[src/rtl/pipe_reg_skid_if.sv]
// Valid/ready stage-to-stage bus carrying a payload bundle and a control bundle.
// The producer uses master and the consumer uses slave.
interface pipe_reg_skid_if #(
  parameter int DATA_W = 64,
  parameter int CTRL_W = 8
);
  logic              valid;
  logic              ready;
  logic [DATA_W-1:0] data;
  logic [CTRL_W-1:0] ctrl;

  modport master (output valid, output data, output ctrl, input ready);
  modport slave  (input valid, input data, input ctrl, output ready);
endinterface

[src/rtl/pipe_reg_skid.sv]
// Flow-controlled pipeline register with optional skid entry; 1-cycle latency, 1 transfer/cycle.
// Backpressure: SKID=1 gives a registered in_ready (no out_ready path); SKID=0 passes out_ready through.
module pipe_reg_skid #(
  parameter int DATA_W = 64,
  parameter int CTRL_W = 8,
  parameter int SKID   = 1
) (
  input  logic                   CLK,
  input  logic                   reset,
  input  logic                   flush,
  pipe_reg_skid_if.slave         in_bus,
  pipe_reg_skid_if.master        out_bus,
  output logic [1:0]             occupancy
);

  typedef enum logic [1:0] {
    ST_EMPTY = 2'd0,
    ST_ONE   = 2'd1,
    ST_FULL  = 2'd2
  } state_t;

  state_t            state_q, state_d;
  logic              active_q, active_d;
  logic [DATA_W-1:0] m_data_q, m_data_d;
  logic [DATA_W-1:0] s_data_q, s_data_d;
  logic [CTRL_W-1:0] m_ctrl_q, m_ctrl_d;
  logic [CTRL_W-1:0] s_ctrl_q, s_ctrl_d;

  logic m_valid;
  logic s_valid;
  logic in_ready;
  logic accept;
  logic drain;

  assign m_valid = (state_q != ST_EMPTY);
  assign s_valid = (state_q == ST_FULL);

  // Flush squashes both directions so neither an offered input nor the held head moves.
  assign accept = in_bus.valid & in_ready & ~flush;
  assign drain  = m_valid & out_bus.ready & ~flush;

  always_ff @(posedge CLK) begin
    state_q  <= state_d;
    active_q <= active_d;
    m_data_q <= m_data_d;
    m_ctrl_q <= m_ctrl_d;
    s_data_q <= s_data_d;
    s_ctrl_q <= s_ctrl_d;
  end

  always_comb begin
    state_d = state_q;
    unique case (state_q)
      ST_EMPTY: if (accept) state_d = ST_ONE;
      ST_ONE: begin
        if (accept && !drain) begin
          state_d = (SKID != 0) ? ST_FULL : ST_ONE;
        end else if (!accept && drain) begin
          state_d = ST_EMPTY;
        end
      end
      ST_FULL:  if (drain) state_d = ST_ONE;
      default:  state_d = ST_EMPTY;
    endcase
    if (reset || flush) state_d = ST_EMPTY;
  end

  always_comb begin
    m_data_d = m_data_q;
    m_ctrl_d = m_ctrl_q;
    s_data_d = s_data_q;
    s_ctrl_d = s_ctrl_q;
    active_d = ~reset;
    if (drain && s_valid) begin
      m_data_d = s_data_q;
      m_ctrl_d = s_ctrl_q;
    end else if (accept && (!m_valid || drain)) begin
      m_data_d = in_bus.data;
      m_ctrl_d = in_bus.ctrl;
    end else if (accept && (SKID != 0)) begin
      s_data_d = in_bus.data;
      s_ctrl_d = in_bus.ctrl;
    end
    if (reset) begin
      m_data_d = '0;
      m_ctrl_d = '0;
      s_data_d = '0;
      s_ctrl_d = '0;
    end
  end

  always_comb begin
    if (SKID != 0) begin
      in_ready = active_q & ~s_valid;
    end else begin
      in_ready = active_q & (~m_valid | out_bus.ready);
    end
    in_bus.ready  = in_ready;
    out_bus.valid = m_valid;
    out_bus.data  = m_data_q;
    // Bubbles must never carry a write enable or write address downstream.
    out_bus.ctrl  = m_valid ? m_ctrl_q : '0;
    occupancy     = state_q;
  end

endmodule

[src/flat_wrapper.sv]
// flat-port wrapper written by rule: the top's interface ports become plain ports
module pipe_reg_skid_flat 
#(
  parameter int DATA_W = 64,
  parameter int CTRL_W = 8,
  parameter int SKID   = 1
)
  (CLK, reset, flush, occupancy, in_bus_valid, in_bus_data, in_bus_ctrl, in_bus_ready, out_bus_valid, out_bus_data, out_bus_ctrl, out_bus_ready);
  pipe_reg_skid_if #(.DATA_W(DATA_W), .CTRL_W(CTRL_W)) in_bus_i ();
  pipe_reg_skid_if #(.DATA_W(DATA_W), .CTRL_W(CTRL_W)) out_bus_i ();
  input  logic CLK;
  input  logic reset;
  input  logic flush;
  output logic [1:0] occupancy;
  input wire logic [$bits(in_bus_i.valid)-1:0] in_bus_valid;
  input wire logic [$bits(in_bus_i.data)-1:0] in_bus_data;
  input wire logic [$bits(in_bus_i.ctrl)-1:0] in_bus_ctrl;
  output wire logic [$bits(in_bus_i.ready)-1:0] in_bus_ready;
  output wire logic [$bits(out_bus_i.valid)-1:0] out_bus_valid;
  output wire logic [$bits(out_bus_i.data)-1:0] out_bus_data;
  output wire logic [$bits(out_bus_i.ctrl)-1:0] out_bus_ctrl;
  input wire logic [$bits(out_bus_i.ready)-1:0] out_bus_ready;
  assign in_bus_i.valid = in_bus_valid;
  assign in_bus_i.data = in_bus_data;
  assign in_bus_i.ctrl = in_bus_ctrl;
  assign in_bus_ready = in_bus_i.ready;
  assign out_bus_valid = out_bus_i.valid;
  assign out_bus_data = out_bus_i.data;
  assign out_bus_ctrl = out_bus_i.ctrl;
  assign out_bus_i.ready = out_bus_ready;
  pipe_reg_skid #(.DATA_W(DATA_W), .CTRL_W(CTRL_W), .SKID(SKID)) u_core (.CLK(CLK), .reset(reset), .flush(flush), .in_bus(in_bus_i), .out_bus(out_bus_i), .occupancy(occupancy));
endmodule
[config.mk]
export PLATFORM = sky130hd
export DESIGN_NAME = pipe_reg_skid_flat
export DESIGN_NICKNAME = d
export VERILOG_FILES = /design/src/rtl/pipe_reg_skid_if.sv /design/src/rtl/pipe_reg_skid.sv /design/src/flat_wrapper.sv
export SDC_FILE = /design/constraint.sdc
export NUM_CORES = 1
export LEC_CHECK = 0
export BUFFER_PORTS_ARGS = -buffer_cell sky130_fd_sc_hd__clkbuf_2
export CAP_MARGIN = 20
export CORE_MARGIN = 2
export CORE_UTILIZATION = 56
export DETAILED_ROUTE_END_ITERATION = 16
export GPL_TIMING_DRIVEN = 0
export PLACE_DENSITY = 0.93
export SKIP_LAST_GASP = 1
export SLEW_MARGIN = 20
export SYNTH_ARGS = -nofsm -noshare
export SYNTH_HDL_FRONTEND = slang
export SYNTH_SLANG_ARGS = --single-unit
export TNS_END_PERCENT = 1
[constraint.sdc]
create_clock -name CLK -period 4.3 [get_ports CLK]
set_clock_uncertainty 0.15 [all_clocks]
set_input_delay 0.86 -clock CLK [delete_from_list [all_inputs] [get_ports CLK]]
set_output_delay 0.86 -clock CLK [all_outputs]
set_load 0.02 [all_outputs]
==> results of run 1 <==
==> final cells by class <==
type                       count  area [sq um]
buffer                        65           263
clock buffer                  20           425
clock inverter                11           104
fill                         773          2670
inverter                       1          3.75
multi-input combinational    531          2540
sequential                   147          2940
tap                          133           166
timing repair buffer         149           746
==> flip-flops by register name (all words and copies together) (netlist names) <==
name,flops
u_core.s_ctrl_q,8
u_core.occupancy,2
u_core.m_ctrl_q,8
u_core.active_q,1
u_core.out_bus.data,64
u_core.s_data_q,64
==> worst max path at each step <==
stage                   startpoint  cells past startpoint                      end
5_1_grt        u_core.occupancy[1]                      4          out_bus_ctrl[1]
6_report       u_core.occupancy[1]                      4          out_bus_ctrl[1]
2_1_floorplan                flush                      7  u_core.out_bus.data[10]
3_3_place_gp                 flush                      5      u_core.s_data_q[57]
4_1_cts        u_core.occupancy[1]                      4          out_bus_ctrl[1]
3_5_place_dp         out_bus_ready                      6  u_core.out_bus.data[55]
==> through the flow <==
stage | hold slack (ps) | utilization | worst slack (ps)
floorplan | 287 | - | 1930
global route | 319 | 0.729 | 1270
CTS | 305 | 0.729 | 1380
detailed placement | 297 | 0.676 | 1380
finish | 304 | 0.729 | 1390
global placement | 292 | 0.675 | 1340
==> worst reg2reg max path, cell delays in order (launching register included) <==
cell      delay [ps]
dfxtp_1          370
or2_1            240
clkbuf_1         240
o311ai_4         570
buf_2            350
buf_2            280
a311oi_1         150
==> power groups by stage <==
stage          Clock, uW  Sequential, uW  Combinational (uW)
2_1_floorplan          0            1520                 128
3_5_place_dp           0            1470                 307
5_1_grt             1400            1450                 336
6_report            1330            1440                 310
3_3_place_gp           0            1470                 300
4_1_cts             1330            1440                 309
==> routing by layer <==
layer | part of all wire | track usage | up-vias
met5 | 0 | 0 | -
met4 | 0.022 | 0.105 | 0
met3 | 0.074 | 0.0581 | 31
met2 | 0.50 | 0.493 | 280
met1 | 0.40 | 0.345 | 2713
li1 | - | - | 2850
==> kinds of logic after synthesis <==
kind of cell / count (synthesis)
AO/OA/AOI/OAI: 148
flip-flops: 147
buffers and inverters: 66
multiplexers: 1
AND/OR/NAND/NOR: 382
==> cell usage in the layout, fill, tap and decap left out, drive strengths merged, types with 4 or more instances in the layout <==
cell type / instances
buf: 15
clkbuf: 219
a311oi: 72
nor2: 72
a21oi: 72
dfxtp: 147
and2: 9
inv: 4
nand2: 290
clkinvlp: 5
==> results.txt, run 1 <==
----------------------------------------------------
[Timing]
  Slew Limit Headroom ... 0.501
  Sum Neg Setup Slack ... 0 ps
  Maximum clock frequency ... about 340 MHz
  Final min period ... 2910 ps
  Count of endpoints failing setup in the final report ... 0
  Number of hold violations in the final report ... 0
  Tcrit/Tclk final ... 0.678
  Slew of the pin with the lowest slew margin ... around 740 ps
  Total count of max-transition violations in the final report ... 0
  RSZ-0062 raised after global routing ... false

[CTS]
  H-tree depth reported by CTS ... 4
  Hold_buf cts ... 0
  Number of cells upsized or downsized after cts ... 0
  Clock root buffer master ... clkbuf_8
  Clock buffer count from CTS ... 17
  Clock Pin Slew Worst Setup and Hold Paths ... about 60 ps
  Clock latency on the worst-skew pair ... ~520 ps
  CTS tree ... built
  Number of buffers added for setup after CTS ... 0
  TritonCTS sink count ... approximately 150
  Clock tree buffer depth ... 2

[Routing]
  Total via count in the routed design ... slightly below 6000
  Total iterations of the first detailed-routing run ... 5
  DRT iter0 DRCs ... ~430
  Residual DRC count ... 0
  Post-route ant nets ... 0
  Total detailed-routing wirelength ... approximately 16000 um
  Via density per instance ... 5.56
  Per-cell routed wire length ... about 15 um

[Critical path]
  Number of buffer and inverter instances along the worst setup path ... 2
  End of the worst register-to-register path ... u_core.out_bus.data[7]
  Setup crit start kind ... flop
  Critical path capture point type ... output pin
  Category of the critical setup timing path ... reg -> out
  CP Data Required Time ... about 3300 ps
  CP Max Fanout ... 10
  Minimum setup slack among reg-to-reg paths ... around 1800 ps
  Slowest cell on the critical path ... dfxtp_1
  Worst-case reg-to-reg path depth ... 6
  Worst R2R Start ... u_core.occupancy[1]
  Crit path arrival time ... roughly 1900 ps
  Critical Path, Cell by Cell ... or2_1, clkbuf_1, and2_1, clkbuf_2
  Peak per-stage delay on the critical path ... about 450 ps
  Kind of cell adding the most delay to the critical path ... buffers and inverters

[Power]
  Switching part of the total power ... 0.257
  Share of total power in sequential cells ... 0.469
  Peak VDD IR ... approximately 0.00022 V
  Pwr dens ... between 400 and 500 nW/um^2
  Internal power ... roughly 2300 uW
  Net switching power ... between 700 and 800 uW
  Leakage Power ... between 0.002 and 0.003 uW
  Combinational share of power ... 0.100
  Clock power share ... 0.431
  Total design power ... between 3000 and 4000 uW

[Floorplanning]
  I/O pin cnt ... between 150 and 200
  Std-Cell Core Area ... roughly 10000 sq um
  Die footprint ... roughly 11000 sq um
  Horizontal die dimension ... approximately 110 um
  Std-Cell Rows ... 36
  Vert. Die Dim ... approximately 110 um
  Effective utilization at floorplan ... 0.583

[Placement]
  Half-perimeter wire length of the detailed placement result ... ~11000 um
  RD Place Congestion ... just over 0.8
  Placed Cells incl. Taps ... ~1000
  Total placed instance area ... approximately 6700 sq um
  Port-buffer cells ... approximately 150

[Logic synthesis]
  Leading cell types by count after synthesis ... nand2_1 (290), dfxtp_1 (147), a21oi_1 (72), a311oi_1 (72), nor2_1 (72)
  Synthesized netlist net count ... around 820
  Post-synthesis cell count ... 744
  Syn. warnings ... 0
  Share of synthesized cell area in and, or, nand and nor gates ... 0.260
  Number of flops mapped to enable cells by yosys ... 0
  Leading cell type by number of instances after synthesis ... nand2_1
  Number of distinct standard cells referenced by the synthesized netlist ... 24
  Cell taking the most area after synthesis ... dfxtp_1
  Mux cell area share after synthesis ... 0.00174
  Seq cells post-synth ... ~150
  Share of flip-flops with an asynchronous set or reset after synthesis ... 0
  Synthesized area ... 5750 sq um
  Synth Area in Adders ... 0
  Average instance area after synthesis ... between 7 and 8 sq um
  Main combinational cell family by area after synthesis ... simple AND/OR/NAND/NOR gates
  Xor and xnor fraction of the mapped netlist area ... 0
  Complex-gate fraction of the synthesized area ... 0.180
  Sequential element share of the synthesized area ... 0.512
  Ys flop type ... dfxtp_1
  Share of the synthesized area in the top cell type ... 0.512
  Biggest area contributors in the synthesized netlist ... dfxtp_1 (51%), nand2_1 (19%), a311oi_1 (11%), a21oi_1 (6.3%), nor2_1 (4.7%)

[GRT]
  Global Route Usage Sum ... 0.284
  Residual overflow from global routing ... 0
  Pin count of the biggest net entering global routing ... 17
  Via count of the first global-routing pass ... approximately 5400
  Wire length of the first global-routing pass ... ~25000 um
  Number of antenna violations at the first check in global routing ... 0

[Min path]
  Hold path startpoint ... u_core.s_data_q[41]
  Classification of the worst-slack hold path ... reg -> reg
  Worst hold path stage count ... 2
  Terminating pin of the worst hold path ... u_core.s_data_q[41]

[Outcome]
  Outcome ... complete, no violations

[Finish]
  Antenna Diode Count ... 0
  Layout Area Growth over Synthesis ... 25.2%
  Number of standard cells in the layout, taps in and fillers out ... 1057
  Number of nets in the finished design ... 989
  Fraction of final layout cells with drive strength greater than 1 ... 0.210
  Final std cell area, no fill ... slightly above 7000 sq um

[Run]
  Max Cap Violations ... 0

----------------------------------------------------
Note: power is estimated with default switching activity, not from simulation.
==> run 2: changes to the inputs <==
- CORE_UTILIZATION: 56 -> 47
- PLACE_DENSITY: 0.93 -> 0.84
- clock period: 4.3 -> 2.42 ns (I/O delays scaled with it)
==> results.txt, run 2 (same netlist as run 1, synthesis figures left out) <==
----------------------------------------------------
[Floorplanning]
  Std-Cell Rows ... 40
  Std-Cell Core Area ... approximately 12000 sq um
  Vert. Die Dim ... between 100 and 150 um
  Horizontal die dimension ... 115 um
  Effective utilization at floorplan ... 0.481
  I/O pin cnt ... ~150
  Die footprint ... 13100 sq um

[Placement]
  Half-perimeter wire length of the detailed placement result ... 10500 um
  Placed Cells incl. Taps ... roughly 1000
  Total placed instance area ... about 6700 sq um
  RD Place Congestion ... around 0.81
  Port-buffer cells ... 149

[Routing]
  Total detailed-routing wirelength ... around 16000 um
  DRT iter0 DRCs ... a little under 500
  Post-route ant nets ... 0
  Routed wire length on met3 ... 931 um
  Residual DRC count ... 0
  Wire length on met1 ... a little under 7000 um
  Via density per instance ... roughly 5.4
  Total via count in the routed design ... 5800
  Total iterations of the first detailed-routing run ... 5
  Top metal layer carrying routed signals ... met4
  Per-cell routed wire length ... approximately 15 um
  Detailed-routed wire length on met2 ... ~7700 um

[GRT]
  Wire length of the first global-routing pass ... 25100 um
  Number of antenna violations at the first check in global routing ... 0
  Residual overflow from global routing ... 0
  Via count of the first global-routing pass ... 5304
  Pin count of the biggest net entering global routing ... 17
  Global Route Usage Sum ... 0.241

[CTS]
  H-tree depth reported by CTS ... 4
  TritonCTS sink count ... around 150
  Clock Pin Slew Worst Setup and Hold Paths ... ~60 ps
  CTS tree ... built
  Clock tree buffer depth ... 2
  Clock buffer count from CTS ... 17
  Clock root buffer master ... clkbuf_16
  Clock latency on the worst-skew pair ... 420 ps

[Critical path]
  CP Max Fanout ... 10
  First element of the critical path ... u_core.occupancy[1]
  Critical path capture point type ... output pin
  Category of the critical setup timing path ... reg -> out
  CP Data Required Time ... roughly 1800 ps
  Crit path arrival time ... about 1700 ps
  Worst R2R Start ... u_core.occupancy[1]
  Setup crit start kind ... flop

[Timing]
  Total count of max-transition violations in the final report ... 0
  Final min period ... ~2300 ps
  Slew of the pin with the lowest slew margin ... between 800 and 900 ps
  RSZ-0062 raised after global routing ... false
  Slew Limit Headroom ... 0.426
  Number of hold violations in the final report ... 0
  Tcrit/Tclk final ... 0.948
  Count of endpoints failing setup in the final report ... 0
  Maximum clock frequency ... 436 MHz
  Sum Neg Setup Slack ... 0 ps

[Power]
  Clock power share ... 0.498
  Total design power ... slightly above 6000 uW
  Switching part of the total power ... 0.226
  Combinational share of power ... 0.088
  Leakage Power ... between 0.002 and 0.003 uW
  Net switching power ... 1400 uW
  Pwr dens ... between 800 and 900 nW/um^2
  Share of total power in sequential cells ... 0.414
  Peak VDD IR ... 0.000374 V
  Internal power ... between 4000 and 5000 uW

[Min path]
  Hold path startpoint ... in_bus_ctrl[7]
  Classification of the worst-slack hold path ... in -> reg

[Finish]
  Sequential cell area in the final layout ... roughly 3000 sq um
  Final std cell area, no fill ... about 7400 sq um
  Antenna Diode Count ... 0
  Number of standard cells in the layout, taps in and fillers out ... about 1100
  Area of combinational cells with multiple inputs ... roughly 2500 sq um
  Number of nets in the finished design ... 990
  Fill cell instance count of the final layout ... about 1000
  Fraction of final layout cells with drive strength greater than 1 ... 0.214
  Core occupancy in the finished layout ... 0.617
  Layout Area Growth over Synthesis ... 28.4%
  Commonest non-fill, non-tap cell in the layout ... nand2_1
  Highest-count cells in the layout ignoring fill and taps ... nand2_1 (290), clkbuf_2 (150), dfxtp_1 (147)

[Outcome]
  Outcome ... complete, no violations

[Run]
  Max Cap Violations ... 0

----------------------------------------------------
run 2: cell types whose count changed in the layout (fill, tap and decap cells not counted):
cell        before  now
inv_6            3    0
clkinvlp_4       5    1
clkbuf_1        53   50
clkbuf_16       16   17
clkbuf_2       149  150
bufinv_16        1    7
clkbuf_8         1    2
buf_4            0    2
run 2: final timing paths:
| kind | end | slack, ps | depth (start not counted) |
|---|---|---|---|
| hold / removal | u_core.s_ctrl_q[7] | 150 | 3 |
| setup reg to reg | u_core.m_ctrl_q[5] | 210 | 5 |
| setup / recovery | out_bus_ctrl[4] | 130 | 3 |
| hold reg to reg | u_core.s_data_q[51] | 300 | 2 |
run 2: layout make-up:
type / instances / area share
Multi-Input combinational cell: 531 / 0.345
Buffer: 64 / 0.0352
Clock buffer: 21 / 0.0624
Inverter: 1 / 0.000508
Tap cell: 147 / 0.0249
Timing Repair Buffer: 151 / 0.103
Sequential cell: 147 / 0.399
Clock inverter: 10 / 0.0308
run 2: metrics by stage:
step	setup WS (ps)	hold WS, ps
6_report	126	146
5_1_grt	6.00	145
2_1_floorplan	339	287
3_5_place_dp	-149	297
4_1_cts	-44.9	139
3_3_place_gp	-293	292
run 2: worst max-delay path, stage by stage, from the launching register on:
cell and delay [ps]:
dfxtp_1 450, or2_1 390, and2_1 220, clkbuf_2 180
run 2: timing repair:
item,in CTS,in global routing
pin swaps,1,0
setup buffers,2,0
endpoints found under the setup margin,65,79
resized for setup,0,2
hold buffers,0,0
run 2: layer usage:
layer | up-vias | track usage
li1 | 2845 | -
met5 | - | 0
met1 | 2702 | 0.296
met2 | 223 | 0.409
met3 | 30 | 0.0508
met4 | 0 | 0.106
run 2: power by group through the flow:
stage	clock, uW	sequential [uW]	combinational (uW)
6_report	3080	2560	548
5_1_grt	3210	2570	602
4_1_cts	3100	2560	551
3_5_place_dp	0	2620	543
3_3_place_gp	0	2610	537
2_1_floorplan	0	2700	228
==> run 3: changes to the inputs <==
==> constraint.sdc (replaced) <==
create_clock -name CLK -period 2.42 [get_ports CLK]
set_clock_uncertainty 0.15 [all_clocks]
set_input_delay 0.242 -clock CLK [delete_from_list [all_inputs] [get_ports CLK]]
set_output_delay 0.242 -clock CLK [all_outputs]
set_load 0.02 [all_outputs]
==> results.txt, run 3 (same netlist as run 1, synthesis figures left out) <==
----------------------------------------------------
[Min path]
  Classification of the worst-slack hold path ... in -> reg

[Timing]
  Final min period ... ~2300 ps
  Number of hold violations in the final report ... 0
  Worst Hold Margin ... around 120 ps
  Maximum clock frequency ... 433 MHz
  Tcrit/Tclk final ... 0.954
  Slew of the pin with the lowest slew margin ... 832 ps
  Total count of max-transition violations in the final report ... 0
  Sum Neg Setup Slack ... 0 ps
  Final setup margin ... around 110 ps
  Count of endpoints failing setup in the final report ... 0
  RSZ-0062 raised after global routing ... true
  Slew Limit Headroom ... 0.442

[Routing]
  Per-cell routed wire length ... ~15 um
  Post-route ant nets ... 0
  Total via count in the routed design ... around 6200
  Via density per instance ... approximately 5.4
  Total iterations of the first detailed-routing run ... 5
  DRT iter0 DRCs ... between 500 and 600
  Residual DRC count ... 0
  Total detailed-routing wirelength ... between 15000 and 20000 um

[Power]
  Pwr dens ... around 800 nW/um^2
  Peak VDD IR ... ~0.00038 V
  Leakage Power ... 0.00328 uW

[Finish]
  Antenna Diode Count ... 0
  Layout Area Growth over Synthesis ... 41.2%
  Core occupancy in the finished layout ... 0.678
  Fill cell instance count of the final layout ... between 900 and 1000
  Fraction of final layout cells with drive strength greater than 1 ... 0.199
  Highest-count cells in the layout ignoring fill and taps ... nand2_1 (290), clkbuf_2 (150), dfxtp_1 (147)
  Sequential cell area in the final layout ... between 2000 and 3000 sq um
  Area of combinational cells with multiple inputs ... 2550 sq um
  Commonest non-fill, non-tap cell in the layout ... nand2_1
  Number of nets in the finished design ... between 1000 and 1500

[Floorplanning]
  Effective utilization at floorplan ... 0.481
  Die footprint ... between 10000 and 15000 sq um
  Std-Cell Rows ... 40
  I/O pin cnt ... about 150
  Horizontal die dimension ... around 110 um
  Vert. Die Dim ... ~110 um
  Std-Cell Core Area ... approximately 12000 sq um

[Run]
  Max Cap Violations ... 0

[Critical path]
  End of the worst register-to-register path ... u_core.out_bus.data[52]
  Category of the critical setup timing path ... reg -> reg
  CP Data Required Time ... approximately 2600 ps
  Setup crit start kind ... flop
  Minimum setup slack among reg-to-reg paths ... between 100 and 150 ps
  Worst R2R Start ... u_core.occupancy[1]
  Capture point of the worst path ... u_core.out_bus.data[52]
  First element of the critical path ... u_core.occupancy[1]
  Crit path arrival time ... between 2000 and 2500 ps
  CP Max Fanout ... 10
  Worst-case reg-to-reg path depth ... 7
  Critical path capture point type ... flop

[GRT]
  Via count of the first global-routing pass ... 5820
  M3 GR Usage ... 0.0461
  Global Route Usage Sum ... 0.266
  Number of antenna violations at the first check in global routing ... 0
  Wire length of the first global-routing pass ... 27700 um
  Met1 demand-to-capacity share in global routing ... 0.315
  GR peak layer ... met2
  Residual overflow from global routing ... 0
  Fraction of met2 tracks used by global routing ... 0.462
  Pin count of the biggest net entering global routing ... 17

[CTS]
  TritonCTS sink count ... roughly 150
  Clock root buffer master ... clkbuf_16
  Clock Pin Slew Worst Setup and Hold Paths ... roughly 60 ps
  H-tree depth reported by CTS ... 4
  Clock buffer count from CTS ... 17
  Clock latency on the worst-skew pair ... 410 ps
  CTS tree ... built
  Clock tree buffer depth ... 2

[Placement]
  Port-buffer cells ... ~150
  Half-perimeter wire length of the detailed placement result ... roughly 11000 um
  Setup slack at placement ... -84.8 ps
  RD Place Congestion ... roughly 0.81

[Outcome]
  Outcome ... complete, no violations

----------------------------------------------------
run 3: critical path, stage by stage, from the launching register on:
cell	delay [ps]
dfxtp_1	370
or2_1	240
clkbuf_1	260
o311ai_4	350
buf_4	200
buf_2	220
nor2_1	80
a311oi_1	310
run 3: timing repair:
action | 4_1_cts | 5_1_grt
hold endpoints to repair | 144 | 0
setup buffers | 2 | 0
endpoints found under the setup margin | 60 | 70
resized for setup | 0 | 3
pin swaps | 1 | 0
hold buffers | 72 | 0
run 3: worst min-delay path by stage:
| stage | from | end | slack [ps] | depth (start not counted) |
|---|---|---|---|---|
| 2_1_floorplan | in_bus_ctrl[0] | u_core.s_ctrl_q[0] | 230 | 2 |
| 3_3_place_gp | u_core.s_ctrl_q[5] | u_core.s_ctrl_q[5] | 290 | 2 |
| 3_5_place_dp | u_core.s_data_q[21] | u_core.s_data_q[21] | 300 | 2 |
| 4_1_cts | flush | u_core.occupancy[0] | 110 | 2 |
| 5_1_grt | out_bus_ready | u_core.occupancy[1] | 120 | 2 |
| 6_report | out_bus_ready | u_core.occupancy[1] | 120 | 2 |
run 3: routing by layer:
layer  wire length [um]  vias up
li1                   -     2989
met1               7050     2887
met2               8740      289
met3                989       57
met4                662        0
met5                  0        -
run 3: layout make-up:
class,instances,area share
plain buffers,65,0.0325
clock buffers,21,0.0567
clock inverters,10,0.0281
inverters,1,0.000463
multi-input cells,531,0.314
flip-flops and latches,147,0.363
well taps,147,0.0227
repair buffers,223,0.183
run 3: through the flow:
stage / area, sq um / cells / total power [uW]
global placement: 6680 / 1040 / 3150
floorplan: 5750 / 744 / 2930
finish: 8120 / 1145 / 6300
global route: 8120 / 1145 / 6500
detailed placement: 6680 / 1040 / 3160
CTS: 8110 / 1145 / 6310
run 3: power breakdown:
part | switching (uW) | internal (uW)
clock | 1000 | 2080
sequential | 52.9 | 2510
combinational | 376 | 276
